--- src/rtl/usbh_pkg.sv ---
// Shared encodings for the USB 1.x transmit path: FSM states, per-bit commands, line codes.
// Line codes are {dp, dn}; J/K polarity depends on the port speed.
package usbh_pkg;

    typedef enum logic [2:0] {
        ST_IDLE,
        ST_SYNC,
        ST_DATA,
        ST_EOP_SE0,
        ST_EOP_J
    } tx_state_e;

    typedef enum logic [1:0] {
        CMD_DATA,
        CMD_SE0,
        CMD_J
    } bit_cmd_e;

    localparam logic [7:0] SYNC_BYTE   = 8'h80;
    localparam int         STUFF_LIMIT = 6;
    localparam logic [1:0] LINE_SE0    = 2'b00;

    function automatic logic [1:0] line_j(input logic fs);
        return fs ? 2'b10 : 2'b01;
    endfunction

    function automatic logic [1:0] line_k(input logic fs);
        return fs ? 2'b01 : 2'b10;
    endfunction

endpackage

--- src/rtl/usbh_phy_tx_if.sv ---
// Byte stream handshake from the host packet engine into the serial transmitter.
// s_ready is a single-cycle capture strobe, not a level.
interface usbh_phy_tx_if;
    logic [7:0] s_data;
    logic       s_valid;
    logic       s_last;
    logic       s_ready;

    modport master (output s_data, output s_valid, output s_last, input  s_ready);
    modport slave  (input  s_data, input  s_valid, input  s_last, output s_ready);
endinterface

--- src/rtl/usbh_tx_nrzi_stuff.sv ---
// Per-bit line encoder: ones counter, stuff-bit insertion, NRZI level and dp/dn mapping.
// Latency: line register updates on the bit_stb_i edge; no backpressure, stuff_pend_o tells the caller to hold its bit.
module usbh_tx_nrzi_stuff
    import usbh_pkg::*;
#(
    parameter logic C_usb_speed = 1'b0
) (
    input  logic     clk,
    input  logic     resetn,
    input  logic     bit_stb_i,
    input  bit_cmd_e cmd_i,
    input  logic     data_bit_i,
    input  logic     stuff_dis_i,
    output logic     stuff_pend_o,
    output logic     dp_o,
    output logic     dn_o
);
    logic [2:0] ones_q, ones_d;
    logic       lvl_k_q, lvl_k_d;
    logic [1:0] line_q, line_d;

    assign stuff_pend_o = (ones_q == 3'(STUFF_LIMIT)) && !stuff_dis_i;
    assign dp_o         = line_q[1];
    assign dn_o         = line_q[0];

    always_comb begin
        ones_d  = ones_q;
        lvl_k_d = lvl_k_q;
        line_d  = line_q;
        if (bit_stb_i) begin
            case (cmd_i)
                CMD_DATA: begin
                    // A pending stuff bit pre-empts the data bit; it is sent as a 0 (toggle).
                    if (stuff_pend_o || !data_bit_i) begin
                        lvl_k_d = !lvl_k_q;
                        ones_d  = 3'd0;
                    end else if (ones_q != 3'd7) begin
                        ones_d = ones_q + 3'd1;
                    end
                    line_d = lvl_k_d ? line_k(C_usb_speed) : line_j(C_usb_speed);
                end
                CMD_SE0: begin
                    lvl_k_d = 1'b0;
                    ones_d  = 3'd0;
                    line_d  = LINE_SE0;
                end
                default: begin
                    lvl_k_d = 1'b0;
                    ones_d  = 3'd0;
                    line_d  = line_j(C_usb_speed);
                end
            endcase
        end
    end

    always_ff @(posedge clk or negedge resetn) begin
        if (!resetn) begin
            ones_q  <= 3'd0;
            lvl_k_q <= 1'b0;
            line_q  <= line_j(C_usb_speed);
        end else begin
            ones_q  <= ones_d;
            lvl_k_q <= lvl_k_d;
            line_q  <= line_d;
        end
    end
endmodule

--- src/rtl/usbh_phy_tx.sv ---
// USB 1.x serial transmitter: SYNC, bytes LSB first with stuffing/NRZI, EOP; optional LS keep-alive (USBH_TX_KEEPALIVE_EN).
// Latency: line goes active the cycle after s_valid is sampled in IDLE; each bit lasts C_clk_per_bit clocks.
// Backpressure: s_ready pulses once per byte at the load point; a missing byte forces an underrun packet abort.
module usbh_phy_tx
    import usbh_pkg::*;
#(
    parameter logic C_usb_speed   = 1'b0,
    parameter int   C_clk_per_bit = 4
) (
    input  logic         clk,
    input  logic         resetn,
    usbh_phy_tx_if.slave s_if,
    input  logic         keepalive_req,
    output logic         usb_dp_o,
    output logic         usb_dn_o,
    output logic         usb_oe,
    output logic         busy,
    output logic         underrun
);
    localparam int            CW       = (C_clk_per_bit > 1) ? $clog2(C_clk_per_bit) : 1;
    localparam logic [CW-1:0] CNT_WRAP = CW'(C_clk_per_bit - 1);

    tx_state_e     state_q, state_d;
    logic [CW-1:0] cnt_q, cnt_d;
    logic [7:0]    shreg_q, shreg_d;
    logic [2:0]    bitidx_q, bitidx_d;
    logic          last_q, last_d;
    logic          undr_q, undr_d;
    logic          eop2_q, eop2_d;
    logic          oe_q, oe_d;
    logic          bit_end, byte_end, stuff_pend, bit_stb, data_bit, ka_go;
    bit_cmd_e      cmd;

`ifdef USBH_TX_KEEPALIVE_EN
    assign ka_go = keepalive_req;
`else
    logic unused_ka;
    assign unused_ka = keepalive_req;
    assign ka_go     = 1'b0;
`endif

    assign bit_end  = (state_q != ST_IDLE) && (cnt_q == CNT_WRAP);
    assign byte_end = ((state_q == ST_SYNC) || (state_q == ST_DATA)) && bit_end
                      && !stuff_pend && (bitidx_q == 3'd7);
    // last_q also covers the underrun filler byte, so no load is offered after it.
    assign s_if.s_ready = byte_end && !last_q && s_if.s_valid;
    assign underrun     = byte_end && !last_q && !s_if.s_valid;
    assign usb_oe       = oe_q;
    assign busy         = oe_q;

    always_comb begin
        state_d  = state_q;
        cnt_d    = bit_end ? '0 : cnt_q + CW'(1);
        shreg_d  = shreg_q;
        bitidx_d = bitidx_q;
        last_d   = last_q;
        undr_d   = undr_q;
        eop2_d   = eop2_q;
        oe_d     = oe_q;
        bit_stb  = 1'b0;
        cmd      = CMD_DATA;
        data_bit = 1'b1;
        case (state_q)
            ST_IDLE: begin
                cnt_d = '0;
                if (s_if.s_valid) begin
                    state_d  = ST_SYNC;
                    oe_d     = 1'b1;
                    shreg_d  = SYNC_BYTE;
                    bitidx_d = 3'd0;
                    last_d   = 1'b0;
                    undr_d   = 1'b0;
                    bit_stb  = 1'b1;
                    data_bit = SYNC_BYTE[0];
                end else if (ka_go) begin
                    state_d = ST_EOP_SE0;
                    oe_d    = 1'b1;
                    eop2_d  = 1'b0;
                    bit_stb = 1'b1;
                    cmd     = CMD_SE0;
                end
            end
            ST_SYNC, ST_DATA: begin
                if (bit_end) begin
                    bit_stb = 1'b1;
                    if (stuff_pend) begin
                        bitidx_d = bitidx_q;
                    end else if (bitidx_q != 3'd7) begin
                        bitidx_d = bitidx_q + 3'd1;
                        data_bit = shreg_q[bitidx_q + 3'd1];
                    end else if (last_q) begin
                        state_d = ST_EOP_SE0;
                        cmd     = CMD_SE0;
                        eop2_d  = 1'b0;
                    end else if (s_if.s_valid) begin
                        state_d  = ST_DATA;
                        shreg_d  = s_if.s_data;
                        last_d   = s_if.s_last;
                        bitidx_d = 3'd0;
                        data_bit = s_if.s_data[0];
                    end else begin
                        // Underrun: eight unstuffed ones make the receiver see a stuff error.
                        state_d  = ST_DATA;
                        shreg_d  = 8'hFF;
                        last_d   = 1'b1;
                        undr_d   = 1'b1;
                        bitidx_d = 3'd0;
                        data_bit = 1'b1;
                    end
                end
            end
            ST_EOP_SE0: begin
                if (bit_end) begin
                    bit_stb = 1'b1;
                    if (!eop2_q) begin
                        eop2_d = 1'b1;
                        cmd    = CMD_SE0;
                    end else begin
                        state_d = ST_EOP_J;
                        cmd     = CMD_J;
                    end
                end
            end
            ST_EOP_J: begin
                if (bit_end) begin
                    state_d = ST_IDLE;
                    oe_d    = 1'b0;
                    undr_d  = 1'b0;
                end
            end
            default: begin
                state_d = ST_IDLE;
                oe_d    = 1'b0;
            end
        endcase
    end

    always_ff @(posedge clk or negedge resetn) begin
        if (!resetn) begin
            state_q  <= ST_IDLE;
            cnt_q    <= '0;
            shreg_q  <= 8'h00;
            bitidx_q <= 3'd0;
            last_q   <= 1'b0;
            undr_q   <= 1'b0;
            eop2_q   <= 1'b0;
            oe_q     <= 1'b0;
        end else begin
            state_q  <= state_d;
            cnt_q    <= cnt_d;
            shreg_q  <= shreg_d;
            bitidx_q <= bitidx_d;
            last_q   <= last_d;
            undr_q   <= undr_d;
            eop2_q   <= eop2_d;
            oe_q     <= oe_d;
        end
    end

    usbh_tx_nrzi_stuff #(.C_usb_speed(C_usb_speed)) u_nrzi (
        .clk          (clk),
        .resetn       (resetn),
        .bit_stb_i    (bit_stb),
        .cmd_i        (cmd),
        .data_bit_i   (data_bit),
        .stuff_dis_i  (undr_q),
        .stuff_pend_o (stuff_pend),
        .dp_o         (usb_dp_o),
        .dn_o         (usb_dn_o)
    );
endmodule
--- src/flat_wrapper.sv ---
// flat-port wrapper written by rule: the top's interface ports become plain ports
module usbh_phy_tx_flat import usbh_pkg::*;
#(
    parameter logic C_usb_speed   = 1'b0,
    parameter int   C_clk_per_bit = 4
)
  (clk, resetn, keepalive_req, usb_dp_o, usb_dn_o, usb_oe, busy, underrun, s_if_s_data, s_if_s_valid, s_if_s_last, s_if_s_ready);
  usbh_phy_tx_if s_if_i ();
  input  logic clk;
  input  logic resetn;
  input  logic keepalive_req;
  output logic usb_dp_o;
  output logic usb_dn_o;
  output logic usb_oe;
  output logic busy;
  output logic underrun;
  input wire logic [$bits(s_if_i.s_data)-1:0] s_if_s_data;
  input wire logic [$bits(s_if_i.s_valid)-1:0] s_if_s_valid;
  input wire logic [$bits(s_if_i.s_last)-1:0] s_if_s_last;
  output wire logic [$bits(s_if_i.s_ready)-1:0] s_if_s_ready;
  assign s_if_i.s_data = s_if_s_data;
  assign s_if_i.s_valid = s_if_s_valid;
  assign s_if_i.s_last = s_if_s_last;
  assign s_if_s_ready = s_if_i.s_ready;
  usbh_phy_tx #(.C_usb_speed(C_usb_speed), .C_clk_per_bit(C_clk_per_bit)) u_core (.clk(clk), .resetn(resetn), .s_if(s_if_i), .keepalive_req(keepalive_req), .usb_dp_o(usb_dp_o), .usb_dn_o(usb_dn_o), .usb_oe(usb_oe), .busy(busy), .underrun(underrun));
endmodule
--- config.mk ---
export PLATFORM = sky130hd
export DESIGN_NAME = usbh_phy_tx_flat
export DESIGN_NICKNAME = d
export VERILOG_FILES = /design/src/rtl/usbh_pkg.sv /design/src/rtl/usbh_phy_tx_if.sv /design/src/rtl/usbh_tx_nrzi_stuff.sv /design/src/rtl/usbh_phy_tx.sv /design/src/flat_wrapper.sv
export SDC_FILE = /design/constraint.sdc
export NUM_CORES = 1
export LEC_CHECK = 0
export BUFFER_PORTS_ARGS = -buffer_cell sky130_fd_sc_hd__buf_2
export CAP_MARGIN = 20
export CORE_AREA = 2 2 70 72
export CTS_BUF_LIST = sky130_fd_sc_hd__clkbuf_2 sky130_fd_sc_hd__clkbuf_4 sky130_fd_sc_hd__clkbuf_8
export CTS_CLUSTER_DIAMETER = 120
export CTS_CLUSTER_SIZE = 20
export DETAILED_ROUTE_END_ITERATION = 10
export DIE_AREA = 0 0 72 74
export SYNTH_ARGS = -nofsm -noshare
export SYNTH_HDL_FRONTEND = slang
export SYNTH_SLANG_ARGS = --single-unit
--- constraint.sdc ---
create_clock -name clk -period 2.6 [get_ports clk]
set_input_delay 0.39 -clock clk [delete_from_list [all_inputs] [get_ports clk]]
set_output_delay 0.39 -clock clk [all_outputs]
set_load 0.05 [all_outputs]
Word-level counts from Yosys, hierarchy flattened
Index checks and enable logic that the tools add are counted.
{"block": "word_totals", "reg_bits": 26, "input_bits": 13, "out_inout_bits": 6, "elab_cells": 144}
{"block": "op_classes", "add_sub_neg": 3, "n_lt_le_gt_ge": 1, "eq_ne": 22, "n_mux": 74, "bitwise_logic": 1, "n_reduce_logical": 32}
{"cell": "$mux 8", "n": 6}
{"cell": "$mux 3", "n": 15}
{"cell": "$mux 1", "n": 33}
{"cell": "$mux 2", "n": 8}
{"cell": "$pmux 8 s2", "n": 1}
{"cell": "$ne 3x3->1 const B", "n": 4}
{"cell": "$pmux 3 s4", "n": 1}
{"cell": "$reduce_and 6->1", "n": 2}
{"cell": "$ne 2x1->1 const B", "n": 5}
{"cell": "$ne 2x2->1 const B", "n": 5}
{"cell": "$reduce_and 5->1", "n": 2}
{"cell": "$eq 3x3->1 const B", "n": 3}
{"cell": "$logic_and 1x1->1", "n": 8}
{"cell": "$pmux 1 s2", "n": 4}
{"cell": "$pmux 2 s2", "n": 2}
{"cell": "$reduce_and 8->1", "n": 1}
{"cell": "$reduce_and 7->1", "n": 1}
{"cell": "$add 3x1->3 const B", "n": 2}
{"cell": "$eq 3x2->1 const B", "n": 2}
{"cell": "$logic_not 1->1", "n": 6}
{"cell": "$pmux 1 s3", "n": 2}
{"cell": "$pmux 3 s2", "n": 1}
{"cell": "$reduce_bool 3->1", "n": 2}
{"cell": "$lt 3x4->1 const B", "n": 1}
{"cell": "14 further kinds", "n": 16}

Logic depth before layout (Yosys ltp)
{"block": "logic_depth", "depth_word": 14, "depth_mapped": 9, "mapped_depth_nobuf": 8}

Hierarchy
From an unflattened synthesis, not the netlist that was laid out.
{"block": "unflattened", "hier_cells": 173, "hier_area_um2": 1669.1}
{"mod": "usbh_phy_tx", "n_inst": 1, "cells_per_inst": 142, "area_per_inst_um2": 1340.0, "seq_area_each_um2": 500.5}
{"mod": "usbh_tx_nrzi_stuff", "n_inst": 1, "cells_per_inst": 31, "area_per_inst_um2": 329.1, "seq_area_each_um2": 126.4}

Worst setup path before layout
No wires, ideal clock.
{"block": "synth_timing", "kind": "flip-flop to output port", "start": "reg u_core.bitidx_q[0]", "end": "out underrun", "arrival_ps": 2547, "required_time_ps": 2210, "slack_ps": -337, "stages_incl_launch_ff": 6, "path_buffers": 1, "path_cell_list": "dfrtp_1 -> ha_1 -> ha_1 -> buf_2 -> nand3_1 -> nor4_1"}
{"block": "synth_between", "elab_chain_len": 4}
{"element": "from (decl)", "line_no": "usbh_phy_tx.sv:26", "text": "logic [2:0] bitidx_q, bitidx_d;"}
{"element": "from (signal assigned)", "line_no": "usbh_phy_tx.sv:152", "text": "bitidx_q <= bitidx_d;"}
{"element": "$eq 3x3->1", "line_no": "usbh_phy_tx.sv:44", "text": "&& !stuff_pend && (bitidx_q == 3'd7);"}
{"element": "$logic_and 1x1->1", "line_no": "usbh_phy_tx.sv:44"}
{"element": "$logic_and 1x1->1 (2 in series)", "line_no": "usbh_phy_tx.sv:47", "text": "assign underrun = byte_end && !last_q && !s_if.s_valid;"}
{"element": "to (decl)", "line_no": "flat_wrapper.sv:16", "text": "output logic underrun;"}
Every way passes these cells.

Worst setup path in the final report
{"block": "layout_timing", "start": "reg u_core.u_nrzi.ones_q[0]", "end": "out s_if_s_ready"}
{"block": "layout_between", "elab_chain_len": 7}
{"element": "from (decl)", "line_no": "usbh_tx_nrzi_stuff.sv:18", "text": "logic [2:0] ones_q, ones_d;"}
{"element": "from (signal assigned)", "line_no": "usbh_tx_nrzi_stuff.sv:62", "text": "ones_q <= ones_d;"}
{"element": "$eq 3x3->1", "line_no": "usbh_tx_nrzi_stuff.sv:22", "text": "assign stuff_pend_o = (ones_q == 3'(STUFF_LIMIT)) && !stuff_dis_i;"}
{"element": "$logic_and 1x1->1", "line_no": "usbh_tx_nrzi_stuff.sv:22"}
{"element": "$logic_not 1->1", "line_no": "usbh_phy_tx.sv:44"}
{"element": "$logic_and 1x1->1 (2 in series)", "line_no": "usbh_phy_tx.sv:44"}
{"element": "$logic_and 1x1->1 (2 in series)", "line_no": "usbh_phy_tx.sv:46", "text": "assign s_if.s_ready = byte_end && !last_q && s_if.s_valid;"}
{"element": "to (decl)", "line_no": "flat_wrapper.sv:20", "text": "output wire logic [$bits(s_if_i.s_ready)-1:0] s_if_s_ready;"}
Every way passes these cells.

==> out/qor.yml <==
worst_setup_path:
  cpMaxStageDelayCell: "sky130_fd_sc_hd__dfrtp_1"
  cp_slowest_stage_delay_ns: 0.36
  rr_startpoint: "u_core.bitidx_q[0]"
  timing.setup.critical_path_class: "reg -> out"
  r2r_cells: 8
  cp_data_arrival_time_ns: 2.05
  setup.worst_path.start_class: "flop"
  worst_setup_path_end_kind: "primary output"
  capture_point_of_the_worst_reg_to_reg_path: "u_core.u_nrzi.ones_q[1]"
  worstPathCellList: "inv_1 > ha_1 > nand3b_1 > nand3_1 > nor3_2 > and2_1 > buf_2"
  setup.reg_to_reg.worst_slack_ns: 0.26
  crit_required_ns: 2.21
  cp_max_fo: 6
clock_network:
  cts.reportedPaths.clkPinSlew_ns: 0.09
  post-cts-setup-buffer-count: 0
  clk_path_buf_depth: 2
  tritoncts.num_buffers: 3
  cts_tree: "built"
  clock_sink_count: 25
  holdBufCountCts: 0
  h_tree_levels: 1
  post_cts_resized: 0
  root_buffer: "sky130_fd_sc_hd__clkbuf_8"
  insertion_delay_ns: 0.27
detailed_routing:
  drt-pass1-iter-count: 4
  via_total_after_detailed_routing: 1258
  post_drt_via_cell_ratio: 5.33
  ant_nets: 0
  finalWirelength_um: 3410
  detail_route.wl_per_cell_um: 14.4
  detail_route.drc_violations: 0
  initial_drt_markers: 62
sta:
  timing.clock.skew_ns: 0.00396
  fmax_mhz: 410
  tightestPinTransition_ns: 0.564
  min_period_over_period_pct: 93.7
  grt_setup_unrepaired: "no"
  report.final.hold_viol_count: 0
  period_minus_slack_ns: 2.44
  setup-violations-final: 0
  timing.slew.headroom_pct: 62.4
  setup_tns_ns: 0
  final_report_max_slew_violation_count: 0
  setup_ws_ns: 0.163
synth:
  synthDominantAreaCellType: "sky130_fd_sc_hd__dfrtp_1"
  synth_fp_nets: 184
  async_flop_share_pct: 100
  synth.top_cell.area_share_pct: 38.7
  synthMostInstantiatedCell: "sky130_fd_sc_hd__dfrtp_1"
  synth_ff_type: "sky130_fd_sc_hd__dfrtp_1"
  syn_avg_cell_area_um2: 9.41
  synth_enable_flop_cells: 0
  mappedNetlistArea_um2: 1550
  ys_warn_count: 0
  share_of_the_yosys_chip_area_belonging_to_registers_pct: 40.4
  ys_types: 46
  synth.ff_latch_count: 25
  synth_top_cells_by_count: "24 x sky130_fd_sc_hd__dfrtp_1, 14 x sky130_fd_sc_hd__nand2_1, 13 x sky130_fd_sc_hd__inv_1, 12 x sky130_fd_sc_hd__nand2b_1, 9 x sky130_fd_sc_hd__nor3_1"
  postSynthCellCount: 165
  yosys-top-cells-area: "sky130_fd_sc_hd__dfrtp_1 39%, sky130_fd_sc_hd__ha_1 4.8%, sky130_fd_sc_hd__nand2b_1 4.8%"
outcome:
  status: "completed"
cells_and_area:
  final_layout_fill_cell_count: 459
  layout-drive-gt1-share_pct: 18.1
  final_nets: 202
  n_antenna_cell: 0
  layout.core_utilization_pct: 38.2
  post_route_design_area_um2: 1760
  syn2layout_area_growth_pct: 13.2
grt:
  grt_resource_usage_total_pct: 13.7
  grt_antenna_before_repair: 0
  grt_remaining_overflow: 0
  grt_first_pass_wirelength_um: 5740
  grt_start_max_net_pins: 26
  grt_pass1_vias: 1171
die:
  chipWidth_um: 72
  area_of_the_core_region_um2: 4600
  initial_utilization_pct: 33.8
  io-pin-count: 19
  std_cell_rows: 25
  design.die.area_um2: 5330
  die_height_um: 74
place:
  port_buffers: 17
  dp_worst_setup_slack_ns: 0.265
  place.detailed.hpwl_um: 2570
  globalplace.congestion: 0.849
  total_cell_area_at_the_placement_stage_um2: 1710
power:
  combPwrFrac_pct: 54.3
  internal_power_mw: 1.15
  switchingPower_mw: 0.914
  power.density_cell_area_nw_per_um2: 1180
  clock_power_share_pct: 11.4
  max-vdd-ir-drop_mv: 0.356
  total_leakage_power_nw: 0.808
  share_seq_of_total_power_pct: 34.3
  sw_frac_of_total_pct: 44.2
flow_run:
  drv_cap: 0
worst_hold_path:
  holdCritPathClass: "in -> async"
## kinds of logic (layout without fill, tap and decap cells)
| family | count (synthesis) | count (layout) | share of synthesized area (%) |
|---|---|---|---|
| AOI/OAI and AO/OA | 37 | 37 | 17.8 |
| xor gates and xnor gates | 1 | 1 | 0.564 |
| adders and majority gates | 7 | 7 | 5.48 |
| buffers and inverters | 23 | 40 | 6.04 |
| DFF | 25 | 25 | 40.4 |
| muxes | 9 | 9 | 7.98 |
| and+or+nand+nor | 63 | 63 | 21.8 |
## state kept, by name, summed over array words and instances (netlist names)
name and flops:
u_core.eop2_q 1, u_core.u_nrzi.ones_q 3, u_core.u_nrzi.lvl_k_q 1, u_core.shreg_q 8, u_core.cnt_q 2, u_core.u_nrzi.line_q 1
u_core.busy 1, u_core.undr_q 1, u_core.state_q 3, u_core.last_q 1, u_core.bitidx_q 3
## stage by stage
step / std cells / hold slack, ns / power (mW)
2_1_floorplan: 165 / 0.0944 / 1.59
3_3_place_gp: 232 / 0.423 / 1.82
3_5_place_dp: 232 / 0.423 / 1.84
4_1_cts: 236 / 0.118 / 2.08
5_1_grt: 236 / 0.150 / 2.25
6_report: 236 / 0.0978 / 2.07
## critical path: cells and delay by family (launching register included)
| kind | cells | cell delay [ns] |
|---|---|---|
| simple gates | 4 | 0.89 |
| fa+ha+maj | 1 | 0.19 |
| buf+inv | 2 | 0.33 |
| flops | 1 | 0.36 |
## final cells by class
| type | instances | area [um^2] | area share [%] |
|---|---|---|---|
| Sequential cell | 25 | 627 | 35.7 |
| Inverter | 13 | 48.8 | 2.78 |
| Tap cell | 54 | 67.6 | 3.84 |
| Timing Repair Buffer | 23 | 130 | 7.40 |
| Clock buffer | 3 | 41.3 | 2.35 |
| Clock inverter | 1 | 5.00 | 0.285 |
| Multi-Input combinational cell | 117 | 838 | 47.7 |
## power by group through the flow
stage	Sequential [mW]	Clock, mW	Combinational, mW
global placement	0.711	0	1.11
floorplan	0.737	0	0.855
finish	0.709	0.235	1.12
detailed placement	0.720	0	1.12
CTS	0.711	0.243	1.13
global route	0.734	0.254	1.26
## how the worst max path moves through the flow
stage / slack, ns / endpoint / cells past startpoint / startpoint
6_report: 0.16 / s_if_s_ready / 7 / u_core.u_nrzi.ones_q[0]
5_1_grt: 0.04 / s_if_s_ready / 7 / u_core.u_nrzi.ones_q[0]
4_1_cts: 0.14 / s_if_s_ready / 7 / u_core.u_nrzi.ones_q[0]
3_5_place_dp: 0.27 / u_core.u_nrzi.ones_q[1] / 8 / u_core.bitidx_q[0]
3_3_place_gp: 0.30 / u_core.u_nrzi.ones_q[2] / 8 / u_core.bitidx_q[0]
2_1_floorplan: 0.27 / underrun / 5 / u_core.bitidx_q[0]
## metal layers
layer	GRT usage (%)	vias to the layer above	wire length, um
li1	-	629	-
met1	19.2	606	1690
met2	22.2	18	1580
met3	1.22	5	81
met4	5.03	0	56
met5	0	-	0
## layout by cell type, fill, tap and decap left out, types with 2 or more instances in the layout
cell / n
sky130_fd_sc_hd__inv_1: 13
sky130_fd_sc_hd__nand3_1: 6
sky130_fd_sc_hd__o21a_1: 2
sky130_fd_sc_hd__nand2_1: 14
sky130_fd_sc_hd__clkbuf_8: 3
sky130_fd_sc_hd__mux4_1: 2
sky130_fd_sc_hd__nor3b_1: 2
sky130_fd_sc_hd__nor3_1: 9
sky130_fd_sc_hd__ha_1: 6
sky130_fd_sc_hd__and3_1: 2
sky130_fd_sc_hd__mux2i_1: 6
sky130_fd_sc_hd__a31oi_1: 3
sky130_fd_sc_hd__dfrtp_1: 24
sky130_fd_sc_hd__o21ai_0: 3
sky130_fd_sc_hd__nor2b_1: 3
sky130_fd_sc_hd__a22o_1: 7
sky130_fd_sc_hd__buf_4: 6
sky130_fd_sc_hd__nand2b_1: 12
sky130_fd_sc_hd__a221oi_1: 2
sky130_fd_sc_hd__buf_2: 17
sky130_fd_sc_hd__o22ai_1: 4
sky130_fd_sc_hd__nor4b_1: 2
sky130_fd_sc_hd__nor2_1: 6
sky130_fd_sc_hd__a21oi_1: 6
No activity file was read; power rests on OpenSTA's default activity.
